File: config.mk
export PLATFORM = sky130hd
export DESIGN_NAME = pixel_scanner_flat
export DESIGN_NICKNAME = d
export VERILOG_FILES = /design/src/rtl/pixel_scanner_if.sv /design/src/rtl/pixel_scanner.sv /design/src/flat_wrapper.sv
export SDC_FILE = /design/constraint.sdc
export NUM_CORES = 1
export LEC_CHECK = 0
export BUFFER_PORTS_ARGS = -buffer_cell sky130_fd_sc_hd__buf_2
export CAP_MARGIN = 20
export CORE_AREA = 3 3 249 251
export CTS_BUF_LIST = sky130_fd_sc_hd__clkbuf_4
export DETAILED_ROUTE_END_ITERATION = 7
export DIE_AREA = 0 0 252 254
export HOLD_SLACK_MARGIN = 0.05
export PLACE_DENSITY = 0.41
export SLEW_MARGIN = 20
export SYNTH_ARGS = -nofsm -noshare
export SYNTH_HDL_FRONTEND = slang
export SYNTH_SLANG_ARGS = --single-unit
File: constraint.sdc
create_clock -name clk -period 2.5 [get_ports clk]
set_input_delay 0.125 -clock clk [delete_from_list [all_inputs] [get_ports clk]]
set_output_delay 0.125 -clock clk [all_outputs]
set_load 0.1 [all_outputs]
File: src/rtl/pixel_scanner_if.sv
// pixel_scanner_if -- pixel stream and camera-basis bundle for pixel_scanner.
// vec3 values are packed [2:0][31:0] with [0]=x, [1]=y, [2]=z.
// master: the scanner itself; slave: the downstream consumer / register file side.
interface pixel_scanner_if;
  logic             start;
  logic [2:0][31:0] cam_forward_in;
  logic [2:0][31:0] cam_right_in;
  logic [2:0][31:0] cam_up_in;
  logic [2:0][31:0] camera_forward;
  logic [2:0][31:0] camera_right;
  logic [2:0][31:0] camera_up;
  logic [31:0]      screen_x;
  logic [31:0]      screen_y;
  logic             valid_out;
  logic             ready_in;
  logic             sof;
  logic             eol;
  logic             busy;
  logic             frame_done;

  modport master (
    input  start, cam_forward_in, cam_right_in, cam_up_in, ready_in,
    output camera_forward, camera_right, camera_up,
    output screen_x, screen_y, valid_out, sof, eol, busy, frame_done
  );

  modport slave (
    output start, cam_forward_in, cam_right_in, cam_up_in, ready_in,
    input  camera_forward, camera_right, camera_up,
    input  screen_x, screen_y, valid_out, sof, eol, busy, frame_done
  );
endinterface

File: src/rtl/pixel_scanner.sv
// pixel_scanner -- raster-scans an H_RES x V_RES screen, one Q11.21 pixel
// coordinate per valid/ready transfer, with a per-frame snapshot of the camera basis.
// Optional feature: define PIXEL_SCAN_CONTINUOUS_EN to chain frames back to back
// while start is held high (start then acts as a run-enable level).
module pixel_scanner #(
  parameter int H_RES = 640,
  parameter int V_RES = 480
) (
  input  logic              clk,
  input  logic              rst_n,
  pixel_scanner_if.master   scan_if
);

  // A 1-pixel dimension still needs a 1-bit counter so the ports stay well formed.
  localparam int COL_W = (H_RES > 1) ? $clog2(H_RES) : 1;
  localparam int ROW_W = (V_RES > 1) ? $clog2(V_RES) : 1;
  localparam logic [COL_W-1:0] COL_LAST = COL_W'(H_RES - 1);
  localparam logic [ROW_W-1:0] ROW_LAST = ROW_W'(V_RES - 1);

  typedef enum logic [1:0] {
    S_IDLE = 2'd0,
    S_RUN  = 2'd1,
    S_DONE = 2'd2
  } state_e;

  state_e           state_q, state_d;
  logic [COL_W-1:0] col_q, col_d;
  logic [ROW_W-1:0] row_q, row_d;
  logic             run_q, done_q;
  logic             latch_cam;
  logic             xfer;
  logic [2:0][31:0] fwd_q, right_q, up_q;

  assign xfer = run_q && scan_if.ready_in;

  // Next-state, counter advance and camera-latch decision.
  // NOTE: every always_comb output gets a default first so no path can infer a latch.
  always_comb begin
    state_d   = state_q;
    col_d     = col_q;
    row_d     = row_q;
    latch_cam = 1'b0;
    case (state_q)
      S_IDLE: begin
        if (scan_if.start) begin
          state_d   = S_RUN;
          col_d     = '0;
          row_d     = '0;
          latch_cam = 1'b1;
        end
      end
      S_RUN: begin
        if (xfer) begin
          if (col_q == COL_LAST) begin
            col_d = '0;
            if (row_q == ROW_LAST) begin
              row_d   = '0;
              state_d = S_DONE;
            end else begin
              row_d = row_q + ROW_W'(1);
            end
          end else begin
            col_d = col_q + COL_W'(1);
          end
        end
      end
      S_DONE: begin
`ifdef PIXEL_SCAN_CONTINUOUS_EN
        if (scan_if.start) begin
          state_d   = S_RUN;
          col_d     = '0;
          row_d     = '0;
          latch_cam = 1'b1;
        end else begin
          state_d = S_IDLE;
        end
`else
        state_d = S_IDLE;
`endif
      end
      default: state_d = S_IDLE;
    endcase
  end

  // State, counters and registered status flags.
  // NOTE: sequential state uses non-blocking assignments so all flops update together.
  always_ff @(posedge clk or negedge rst_n) begin
    if (!rst_n) begin
      state_q <= S_IDLE;
      col_q   <= '0;
      row_q   <= '0;
      run_q   <= 1'b0;
      done_q  <= 1'b0;
    end else begin
      state_q <= state_d;
      col_q   <= col_d;
      row_q   <= row_d;
      run_q   <= (state_d == S_RUN);
      done_q  <= (state_d == S_DONE);
    end
  end

  // Per-frame camera basis snapshot; only the frame-start event updates it.
  // NOTE: these data registers are reset because their cleared value is visible on the ports.
  always_ff @(posedge clk or negedge rst_n) begin
    if (!rst_n) begin
      fwd_q   <= '0;
      right_q <= '0;
      up_q    <= '0;
    end else if (latch_cam) begin
      fwd_q   <= scan_if.cam_forward_in;
      right_q <= scan_if.cam_right_in;
      up_q    <= scan_if.cam_up_in;
    end
  end

  // Coordinates are the counters placed in the Q11.21 integer field.
  assign scan_if.screen_x       = {11'(col_q), 21'd0};
  assign scan_if.screen_y       = {11'(row_q), 21'd0};
  assign scan_if.valid_out      = run_q;
  assign scan_if.busy           = run_q;
  assign scan_if.frame_done     = done_q;
  assign scan_if.sof            = run_q && (col_q == '0) && (row_q == '0);
  assign scan_if.eol            = run_q && (col_q == COL_LAST);
  assign scan_if.camera_forward = fwd_q;
  assign scan_if.camera_right   = right_q;
  assign scan_if.camera_up      = up_q;

endmodule
File: src/flat_wrapper.sv
// flat-port wrapper written by rule: the top's interface ports become plain ports
module pixel_scanner_flat 
#(
  parameter int H_RES = 640,
  parameter int V_RES = 480
)
  (clk, rst_n, scan_if_start, scan_if_cam_forward_in, scan_if_cam_right_in, scan_if_cam_up_in, scan_if_ready_in, scan_if_camera_forward, scan_if_camera_right, scan_if_camera_up, scan_if_screen_x, scan_if_screen_y, scan_if_valid_out, scan_if_sof, scan_if_eol, scan_if_busy, scan_if_frame_done);
  pixel_scanner_if scan_if_i ();
  input  logic clk;
  input  logic rst_n;
  input wire logic [$bits(scan_if_i.start)-1:0] scan_if_start;
  input wire logic [$bits(scan_if_i.cam_forward_in)-1:0] scan_if_cam_forward_in;
  input wire logic [$bits(scan_if_i.cam_right_in)-1:0] scan_if_cam_right_in;
  input wire logic [$bits(scan_if_i.cam_up_in)-1:0] scan_if_cam_up_in;
  input wire logic [$bits(scan_if_i.ready_in)-1:0] scan_if_ready_in;
  output wire logic [$bits(scan_if_i.camera_forward)-1:0] scan_if_camera_forward;
  output wire logic [$bits(scan_if_i.camera_right)-1:0] scan_if_camera_right;
  output wire logic [$bits(scan_if_i.camera_up)-1:0] scan_if_camera_up;
  output wire logic [$bits(scan_if_i.screen_x)-1:0] scan_if_screen_x;
  output wire logic [$bits(scan_if_i.screen_y)-1:0] scan_if_screen_y;
  output wire logic [$bits(scan_if_i.valid_out)-1:0] scan_if_valid_out;
  output wire logic [$bits(scan_if_i.sof)-1:0] scan_if_sof;
  output wire logic [$bits(scan_if_i.eol)-1:0] scan_if_eol;
  output wire logic [$bits(scan_if_i.busy)-1:0] scan_if_busy;
  output wire logic [$bits(scan_if_i.frame_done)-1:0] scan_if_frame_done;
  assign scan_if_i.start = scan_if_start;
  assign scan_if_i.cam_forward_in = scan_if_cam_forward_in;
  assign scan_if_i.cam_right_in = scan_if_cam_right_in;
  assign scan_if_i.cam_up_in = scan_if_cam_up_in;
  assign scan_if_i.ready_in = scan_if_ready_in;
  assign scan_if_camera_forward = scan_if_i.camera_forward;
  assign scan_if_camera_right = scan_if_i.camera_right;
  assign scan_if_camera_up = scan_if_i.camera_up;
  assign scan_if_screen_x = scan_if_i.screen_x;
  assign scan_if_screen_y = scan_if_i.screen_y;
  assign scan_if_valid_out = scan_if_i.valid_out;
  assign scan_if_sof = scan_if_i.sof;
  assign scan_if_eol = scan_if_i.eol;
  assign scan_if_busy = scan_if_i.busy;
  assign scan_if_frame_done = scan_if_i.frame_done;
  pixel_scanner #(.H_RES(H_RES), .V_RES(V_RES)) u_core (.clk(clk), .rst_n(rst_n), .scan_if(scan_if_i));
endmodule
==> flow_metrics.py, run 1 <==
metrics = {
    "placed_design": {
        "dp_cells": 2166,
        "dp_hpwl_um": 30900,
        "routabilityCongestion": 0.768,
        "portBuffers": 603,
    },
    "synthesis": {
        "synthTopCellsByCount": "dfrtp_1, mux2_2, buf_4, buf_2, nand2_1",
        "synth_most_common_cell": "dfrtp_1",
        "yosysTopAreaCell": "dfrtp_1",
        "synth_area_sq_um": 12300,
        "synth_warnings": 0,
        "synth_cells": 800,
        "syn_area_per_cell_sq_um": 15.4,
        "synthArstFlopShare_pct": 100,
        "synth_edf_count": 0,
        "synth.area.top_cells": "dfrtp_1, mux2_2, buf_4, buf_2, o21ai_0",
        "ys_seq_elements": 311,
        "yosysTopAreaCellShare_pct": 63.3,
        "synthFlopType": "dfrtp_1",
        "synth.distinct_cells": 41,
        "synth_seq_area_share_pct": 63.3,
    },
    "floorplan": {
        "fp-row-count": 90,
        "die_w_um": 252,
        "io_pins": 649,
        "start_util_pct": 20.5,
        "die_y_um": 254,
    },
    "cts": {
        "numCtsBuffers": 92,
        "clock-root-buffer": "clkbuf_4",
        "cts_buffer_depth": 3,
        "hold_buffers": 469,
        "cts.sinks": 311,
        "ctsResizeCount": 10,
        "post_cts_buffers": 10,
        "cts_max_level": 3,
    },
    "status": {
        "error": "[ERROR RSZ-0060] Max buffer count reached.",
        "status": "aborted with a tool error",
        "stop_stage": "clock tree synthesis (4_1_cts)",
    },
}
-- metrics by stage --
step	setup TNS, ns	instance area [sq um]	worst slack [ns]
global placement	0	16300	0.303
detailed placement	0	16300	0.217
floorplan	-0.0718	12500	-0.0718
-- kinds of logic after synthesis --
group                    synth area share, %
other                                 0.0305
buffers and inverters                   4.49
flip-flops                              63.3
AO/OA/AOI/OAI                           2.36
XOR/XNOR                               0.214
adder cells (fa/ha/maj)                0.407
multiplexers                            26.4
AND/OR/NAND/NOR                         2.86
==> run 2, diff against run 1 <==
- CORE_AREA: 3 3 249 251 -> 3 3 255 257
- CTS_BUF_LIST: sky130_fd_sc_hd__clkbuf_4 -> not set
- DIE_AREA: 0 0 252 254 -> 0 0 258 260
- HOLD_SLACK_MARGIN: 0.05 -> not set
- PLACE_DENSITY: 0.41 -> not set
- PLACE_DENSITY_LB_ADDON: not set -> 0.15
==> flow_metrics.py, run 2 <==
metrics = {
    "synthesis": {
        "synth_warnings": 0,
        "synth_cells": 800,
        "syn_area_per_cell_sq_um": 15.4,
        "synth_seq_area_share_pct": 63.3,
        "yosysTopAreaCellShare_pct": 63.3,
        "synthArstFlopShare_pct": 100,
        "synth_area_sq_um": 12300,
        "synth_edf_count": 0,
        "ys_seq_elements": 311,
        "yosysTopAreaCell": "dfrtp_1",
        "synth.distinct_cells": 41,
        "synth_most_common_cell": "dfrtp_1",
        "synth.area.top_cells": "dfrtp_1, mux2_2, buf_4, buf_2, o21ai_0",
        "synthFlopType": "dfrtp_1",
        "synthTopCellsByCount": "dfrtp_1, mux2_2, buf_4, buf_2, nand2_1",
    },
    "sta": {
        "max_slew_margin_pct": 49.7,
        "tightest_slew_ns": 0.744,
        "post-route-period-util_pct": 90.7,
        "slew_violations": 0,
        "skew_ns": 0.0288,
        "rsz0062_at_grt": "false",
        "max_freq_mhz": 441,
        "hold_violations": 0,
        "period_minus_slack_ns": 2.27,
        "setup_viol": 0,
        "fin_tns_setup_ns": 0,
        "fin_ws_ns": 0.231,
    },
    "cts": {
        "cts_buffer_depth": 3,
        "cts_max_level": 2,
        "numCtsBuffers": 38,
        "worstSkewPairLatency_ns": 0.55,
        "cts.sinks": 311,
        "clock-root-buffer": "clkbuf_16",
        "cts_tree": "built",
        "clk_pin_slew_ns": 0.06,
    },
    "critical_path": {
        "path_class": "reg -> out",
        "reg2regPathDepth": 4,
        "reg2reg_to": "u_core.row_q[4]",
        "critPathMaxFanout": 8,
        "cpPeakStageDelay_ns": 0.60,
        "end_kind": "primary output",
        "cp.arrival_ns": 2.14,
        "cp_slowest_cell": "or4_1",
        "r2r_start": "u_core.col_q[7]",
        "cp-startpoint": "u_core.row_q[4]",
        "crit_required_ns": 2.38,
        "critical_path.cell_chain": "or4_1 -> nor4_4 -> buf_4",
        "ff2ff_setup_slack_ns": 0.50,
        "critical_path.startpoint_type": "flop",
    },
    "final_layout": {
        "syn_to_final_growth_pct": 67.0,
        "fin_cells": 2593,
        "layout.nets": 2020,
        "final_common_cell": "buf_2",
        "fillerInstances": 6446,
        "multiInputGateArea_sq_um": 4160,
        "drive_gt1_share_pct": 56.3,
        "fin_util_pct": 32.6,
        "final_cell_mix": "buf_2, dfrtp_1, dlygate4sd3_1, mux2_2, conb_1",
        "seqCellArea_sq_um": 7790,
        "antenna_cells": 0,
    },
    "placed_design": {
        "portBuffers": 603,
        "dpl_worst_slack_ns": 0.423,
        "dp_hpwl_um": 31700,
        "dp_cells": 2239,
        "routabilityCongestion": 0.791,
    },
    "floorplan": {
        "fp-row-count": 92,
        "core_area_sq_um": 63000,
        "io_pins": 649,
        "dieArea_sq_um": 67100,
        "die_w_um": 258,
        "die_y_um": 260,
        "start_util_pct": 19.5,
    },
    "routing": {
        "drc_errors": 0,
        "first_pass_iters": 4,
        "drt_iter0_drc": 226,
        "routed_via_density": 3.85,
        "vias": 9974,
        "wirelength_um": 42800,
        "ant_nets": 0,
        "wire_per_inst_um": 16.5,
    },
    "global_route": {
        "grt_pass1_wl_um": 64700,
        "antenna_found_initial": 0,
        "grt_max_degree": 71,
        "first_global_vias": 11000,
        "grt_usage_pct": 12.3,
        "grt.overflow.total": 0,
    },
    "status": {
        "status": "complete, no violations",
    },
    "min_path": {
        "hp-class": "in -> async",
    },
    "power": {
        "p_total_mw": 15.0,
        "p_leak_nw": 10.3,
        "p_per_area_nw_per_um2": 728,
        "ir_drop_mv": 0.460,
    },
    "flow_run": {
        "drv_cap": 0,
    },
}
[run 2: cell counts after synthesis]
Identical to the previous run, type by type.
[run 2: layout make-up]
cell class,count,share of cell area (%)
Tap cell,846,5.15
Clock buffer,59,5.56
Sequential cell,311,37.9
Inverter,7,0.128
Multi-Input combinational cell,442,20.3
Clock inverter,4,0.329
Timing Repair Buffer,924,30.6
[run 2: repair_timing]
| action | in CTS | in global routing |
|---|---|---|
| endpoints found under the hold margin | 562 | 0 |
| setup endpoints to repair | 2 | 1 |
| pin swaps | 0 | 1 |
| setup buffers | 0 | 1 |
| resized for setup | 3 | 0 |
| cloned | 0 | 0 |
| hold buffers | 290 | 0 |
[run 2: worst max-delay path: cells and delay by family (launching register included)]
kind          cells  cell delay (ns)
flops             1             0.46
buf+inv           1             0.32
simple gates      2             0.82
[run 2: cell families after synthesis]
group	count (synthesis)	share of synthesized area (%)
simple gates	61	2.86
compound gates	41	2.36
mux	288	26.4
flops	311	63.3
buf+inv	91	4.49
xor+xnor	3	0.214
other cells	1	0.0305
fa+ha+maj	4	0.407
[run 2: metrics by stage]
step	area, sq um	hold WS, ns
2_1_floorplan	12500	-0.171
3_3_place_gp	16400	0.0685
3_5_place_dp	16400	0.0670
4_1_cts	20500	0.0456
5_1_grt	20500	0.0753
6_report	20500	0.0711
[run 2: how the worst max path moves through the flow]
stage,to,slack [ns],cells after the start
after floorplan,scan_if_sof,-0.07,5
after global placement,scan_if_sof,0.52,6
after detailed placement,scan_if_sof,0.42,6
after CTS,scan_if_eol,0.1,4
after global routing,scan_if_sof,0.08,6
final,scan_if_sof,0.23,3
[run 2: power by group]
| part | total [mW] | internal, mW | switching [mW] | leakage [nW] |
|---|---|---|---|---|
| clock | 5.44 | 3.23 | 2.22 | 0.590 |
| combinational | 3.97 | 0.904 | 3.07 | 5.72 |
| sequential | 5.54 | 5.33 | 0.211 | 4.00 |
[run 2: per-layer routing]
metal  global-route usage, %  vias up  wire length, um
met5                       0        -                0
met4                    4.62        0             1400
met3                    3.53       75             2990
met2                    23.5      362            23300
li1                        -     4603                -
met1                    12.6     4934            15000
Power figures use the tool's default switching activity.
==> run 3, diff against run 2 <==
- ABC_AREA: not set -> 1
- CORE_AREA: 3 3 255 257 -> 3 3 251 253
- DIE_AREA: 0 0 258 260 -> 0 0 254 256
==> flow_metrics.py, run 3 <==
metrics = {
    "power": {
        "p_clk_share_pct": 18.1,
        "p_leak_nw": 11.4,
        "switching_share_pct": 59.4,
        "p_per_area_nw_per_um2": 1460,
        "p_int_mw": 12.2,
        "ir_drop_mv": 0.774,
        "p_switching_mw": 17.8,
        "seqPwrFrac_pct": 25.2,
        "combPwrFrac_pct": 56.7,
    },
    "cts": {
        "post_cts_buffers": 0,
        "cts_buffer_depth": 3,
        "clock-root-buffer": "clkbuf_16",
        "hold_buffers": 290,
        "cts.sinks": 311,
        "numCtsBuffers": 39,
        "clk_pin_slew_ns": 0.06,
        "ctsResizeCount": 0,
        "worstSkewPairLatency_ns": 0.55,
        "cts_tree": "built",
        "cts_max_level": 2,
    },
    "routing": {
        "wire_per_inst_um": 15.0,
        "wirelength_um": 47700,
        "drc_errors": 0,
        "vias": 12500,
        "ant_nets": 0,
        "first_pass_iters": 5,
        "routed_via_density": 3.92,
        "drt_iter0_drc": 610,
    },
    "status": {
        "status": "complete, no violations",
    },
    "global_route": {
        "grt_max_degree": 90,
        "grt_usage_pct": 14.3,
        "grt_pass1_wl_um": 74300,
        "antenna_found_initial": 2,
        "grt.overflow.total": 0,
        "first_global_vias": 13100,
    },
    "sta": {
        "tightest_slew_ns": 0.596,
        "setup_viol": 0,
        "max_freq_mhz": 433,
        "fin_tns_setup_ns": 0,
        "skew_ns": 0.0113,
        "max_slew_margin_pct": 60.3,
        "holdWs_ns": 0.0892,
        "rsz0062_at_grt": "false",
        "period_minus_slack_ns": 2.31,
        "post-route-period-util_pct": 92.5,
        "slew_violations": 0,
        "hold_violations": 0,
    },
    "synthesis": {
        "synth_area_sq_um": 12700,
        "synth.area.top_cells": "dfrtp_1, nand2_1, buf_4, buf_2, nor2_1",
        "synth_cells": 1473,
        "synth_most_common_cell": "nand2_1",
        "yosysTopAreaCell": "dfrtp_1",
        "synth.distinct_cells": 32,
        "synth_seq_area_share_pct": 61.5,
        "syn_area_per_cell_sq_um": 8.59,
        "synth_edf_count": 0,
        "ys_seq_elements": 311,
        "synthArstFlopShare_pct": 100,
        "synthFlopType": "dfrtp_1",
        "synth_warnings": 0,
        "yosysTopAreaCellShare_pct": 61.5,
        "synthTopCellsByCount": "nand2_1, dfrtp_1, buf_4, nor2_1, buf_2",
    },
    "final_layout": {
        "layout.nets": 2660,
        "syn_to_final_growth_pct": 62.5,
        "drive_gt1_share_pct": 30.1,
        "final_cell_mix": "nand2_1, buf_2, dfrtp_1, dlygate4sd3_1, conb_1",
        "fin_area_sq_um": 20600,
        "fillerInstances": 6503,
        "final_common_cell": "nand2_1",
    },
    "critical_path": {
        "cp-startpoint": "u_core.col_q[1]",
        "cp.arrival_ns": 2.19,
        "critical_path.startpoint_type": "flop",
        "end_kind": "primary output",
        "crit_required_ns": 2.38,
        "critPathMaxFanout": 4,
        "cp_slowest_cell": "buf_2",
        "critical_path.cell_chain": "ha_1 -> nand2_2 -> nor2_2 -> nand2_1 -> nor3b_4 -> buf_2",
        "path_class": "reg -> out",
        "r2r_start": "u_core.state_q[1]",
        "cpPeakStageDelay_ns": 0.45,
    },
    "min_path": {
        "hp-class": "in -> reg",
        "hp-start": "scan_if_start",
    },
    "placed_design": {
        "portBuffers": 603,
        "place_area_sq_um": 16400,
        "dp_hpwl_um": 34400,
        "routabilityCongestion": 0.807,
    },
    "floorplan": {
        "fp-row-count": 91,
        "die_w_um": 254,
        "io_pins": 649,
        "dieArea_sq_um": 65000,
        "start_util_pct": 20.7,
        "die_y_um": 256,
        "core_area_sq_um": 61300,
    },
    "flow_run": {
        "drv_cap": 0,
    },
}
-- run 3: cell count changes after synthesis, moves of 5 or more --
cell and change:
nor2_1 +26, nor4_1 -5, nand2_2 +5, buf_4 +28, o21ai_2 +5, nand4_1 +8, or3_1 -5, mux2_2 -288
o21ai_0 -6, nand3_1 +8, nand2_1 +916, inv_1 +15, o31ai_1 -5
-- run 3: critical path: cells and delay by family (launching register included) --
family | cells | cell delay, ns
AND/OR/NAND/NOR | 4 | 0.61
buffers and inverters | 1 | 0.45
flip-flops | 1 | 0.38
adder cells (fa/ha/maj) | 1 | 0.19
-- run 3: per-stage QoR --
stage	utilization, %	setup WS, ns	total power [mW]	std cells
finish	33.6	0.188	30.0	3185
floorplan	-	0.0228	21.3	1517
CTS	33.6	0.126	30.3	3183
global route	33.6	0.0749	31.3	3185
detailed placement	26.8	0.743	24.3	2823
global placement	26.8	0.744	24.3	2823
-- run 3: final cells by class --
type                       instances  area (sq um)  area share [%]
timing repair buffer             920          6230            30.3
clock inverter                    15           115           0.560
clock buffer                      55          1110            5.38
inverter                          25          93.8           0.456
antenna                            2          5.00          0.0243
multi-input combinational       1067          4240            20.6
tap                              790           988            4.81
sequential                       311          7790            37.9
-- run 3: worst paths after layout --
kind / endpoint / slack [ns] / depth (start not counted)
worst max register to register: u_core.scan_if.camera_up[16] / 0.84 / 7
max in group asynchronous: u_core.scan_if.camera_forward[1] / 1.47 / 4
worst min register to register: u_core.scan_if.camera_right[94] / 0.47 / 2
min in group asynchronous: u_core.scan_if.camera_right[57] / 0.16 / 2
worst max-delay path: scan_if_eol / 0.19 / 6
worst min-delay path: u_core.state_q[0] / 0.09 / 3
-- run 3: cells by family after synthesis --
group	synth area share, %
XOR/XNOR	0.0692
AO/OA/AOI/OAI	0.791
buffers and inverters	6.63
AND/OR/NAND/NOR	30.6
other	0.0296
adder cells (fa/ha/maj)	0.395
flip-flops	61.5
-- run 3: power groups by stage --
| stage | combinational [mW] | sequential (mW) | clock [mW] |
|---|---|---|---|
| global route | 17.6 | 7.75 | 5.89 |
| detailed placement | 16.7 | 7.57 | 0 |
| floorplan | 2.03 | 19.3 | 0 |
| CTS | 17.1 | 7.54 | 5.68 |
| global placement | 16.7 | 7.55 | 0 |
| finish | 17.0 | 7.54 | 5.43 |
-- run 3: layer usage --
metal	GRT usage [%]	vias to the layer above	wire length [um]
met5	0	-	0
met2	25.7	417	24200
met3	3.96	72	3370
met1	16.1	5841	18700
met4	5.26	0	1490
li1	-	6148	-
==> run 4, diff against run 3 <==
- CORE_AREA: 3 3 251 253 -> 3 3 249 251
- DIE_AREA: 0 0 254 256 -> 0 0 252 254
==> flow_metrics.py, run 4 (synthesized netlist as in run 3, its figures left out) <==
metrics = {
    "cts": {
        "clk_pin_slew_ns": 0.06,
        "cts_buffer_depth": 3,
        "ctsResizeCount": 0,
        "numCtsBuffers": 40,
        "worstSkewPairLatency_ns": 0.54,
        "cts_tree": "built",
        "cts.sinks": 311,
        "post_cts_buffers": 0,
        "hold_buffers": 290,
        "cts_max_level": 2,
        "clock-root-buffer": "clkbuf_16",
    },
    "global_route": {
        "grt.overflow.total": 0,
        "grt_max_degree": 122,
        "grt_usage_pct": 14.0,
        "antenna_found_initial": 3,
        "first_global_vias": 12600,
        "grt_pass1_wl_um": 71200,
    },
    "final_layout": {
        "fillerInstances": 6287,
        "final_cell_mix": "nand2_1, buf_2, dfrtp_1, dlygate4sd3_1, conb_1",
        "drive_gt1_share_pct": 29.9,
        "syn_to_final_growth_pct": 63.4,
        "final_common_cell": "nand2_1",
        "layout.nets": 2647,
        "fin_area_sq_um": 20700,
    },
    "floorplan": {
        "core_area_sq_um": 60100,
        "start_util_pct": 21.0,
        "fp-row-count": 90,
        "dieArea_sq_um": 64000,
        "die_y_um": 254,
        "io_pins": 649,
        "die_w_um": 252,
    },
    "power": {
        "p_per_area_nw_per_um2": 1490,
        "p_total_mw": 30.8,
        "p_clk_share_pct": 20.4,
        "combPwrFrac_pct": 55.1,
        "p_leak_nw": 11.5,
        "switching_share_pct": 57.9,
        "p_switching_mw": 17.8,
        "p_int_mw": 13.0,
        "ir_drop_mv": 0.788,
        "seqPwrFrac_pct": 24.5,
    },
    "routing": {
        "first_pass_iters": 4,
        "wirelength_um": 47400,
        "wirelength_met1_um": 18600,
        "top_layer": "met5",
        "wire_per_inst_um": 15.0,
        "vias": 12300,
        "drt_iter0_drc": 568,
        "drc_errors": 0,
        "routed_via_density": 3.90,
        "met2_length_um": 24300,
        "ant_nets": 0,
        "route.met3.wl_um": 3100,
    },
    "critical_path": {
        "end_kind": "primary output",
        "cpPeakStageDelay_ns": 0.44,
        "crit_buf_inv": 1,
        "cp_slowest_cell": "buf_2",
        "crit_required_ns": 2.38,
        "cpLargestDelayFamily": "simple AND/OR/NAND/NOR gates",
        "reg2regPathDepth": 8,
        "critical_path.cell_chain": "ha_1 -> nand2_2 -> nor2_2 -> nand2_1 -> nor3b_4 -> buf_2",
        "path_depth": 6,
        "critical_path.startpoint_type": "flop",
        "cp.arrival_ns": 2.17,
        "critPathMaxFanout": 4,
        "path_class": "reg -> out",
    },
    "placed_design": {
        "dp_hpwl_um": 32900,
        "dpl_worst_slack_ns": 0.752,
        "portBuffers": 603,
        "routabilityCongestion": 0.803,
        "place_area_sq_um": 16300,
    },
    "sta": {
        "setup_viol": 0,
        "fin_tns_setup_ns": 0,
        "period_minus_slack_ns": 2.30,
        "max_slew_margin_pct": 56.2,
        "rsz0062_at_grt": "false",
        "tightest_slew_ns": 0.657,
        "hold_violations": 0,
        "slew_violations": 0,
        "fin_ws_ns": 0.203,
        "post-route-period-util_pct": 91.9,
        "skew_ns": 0.0130,
        "max_freq_mhz": 435,
    },
    "status": {
        "status": "complete, no violations",
    },
    "min_path": {
        "hp-class": "in -> async",
    },
    "flow_run": {
        "drv_cap": 0,
    },
}
## run 4: changes by cell type in the layout (fill, tap and decap cells not counted)
cell,previous run,this run
clkbuf_16,39,41
clkbuf_1,9,3
bufinv_16,1,6
buf_4,19,5
clkbuf_8,7,13
clkinv_2,10,3
## run 4: final timing paths
check | endpoint | slack, ns | start
setup / recovery | scan_if_eol | 0.20 | u_core.col_q[0]
hold / removal | u_core.scan_if.camera_right[40] | 0.14 | rst_n
setup reg to reg | u_core.state_q[0] | 0.90 | u_core.col_q[0]
hold reg to reg | u_core.scan_if.camera_right[41] | 0.47 | u_core.scan_if.camera_right[41]
max in group asynchronous | u_core.row_q[2] | 1.52 | rst_n
min in group clk | u_core.scan_if.busy | 0.21 | scan_if_start
## run 4: per-layer routing
layer,vias up,GRT usage (%)
met1,5741,16.0
met4,4,4.56
met5,-,0
met3,87,3.79
met2,393,25.4
li1,6120,-
## run 4: worst reg2reg max path, cell delays in order (launching register included)
cell     delay (ns)
dfrtp_2        0.39
ha_1           0.19
nand2_2        0.09
nor2_2         0.15
nand2_1        0.16
nor2_1         0.17
nand2_1        0.12
o21ai_2        0.14
nand2_1        0.06
## run 4: cell type report
| cell class | count | area, sq um | area share [%] |
|---|---|---|---|
| clock buffers | 57 | 1220 | 5.88 |
| multi-input cells | 1067 | 4240 | 20.5 |
| clock inverters | 13 | 230 | 1.11 |
| well taps | 782 | 978 | 4.73 |
| flip-flops and latches | 311 | 7790 | 37.7 |
| diodes | 2 | 5.00 | 0.0242 |
| repair buffers | 906 | 6130 | 29.6 |
| inverters | 25 | 93.8 | 0.454 |
## run 4: per-stage QoR
stage	util [%]	instances	hold slack, ns
floorplan	-	1517	-0.171
global placement	27.2	2801	0.127
detailed placement	27.2	2801	0.129
CTS	34.4	3161	0.119
global route	34.4	3161	0.167
finish	34.4	3163	0.139
## run 4: power groups by stage
stage | clock, mW | combinational (mW) | sequential (mW)
final | 6.28 | 17.0 | 7.53
after global routing | 6.70 | 17.6 | 7.73
after CTS | 6.53 | 17.1 | 7.53
after detailed placement | 0 | 16.7 | 7.56
after global placement | 0 | 16.7 | 7.55
after floorplan | 0 | 2.03 | 19.3
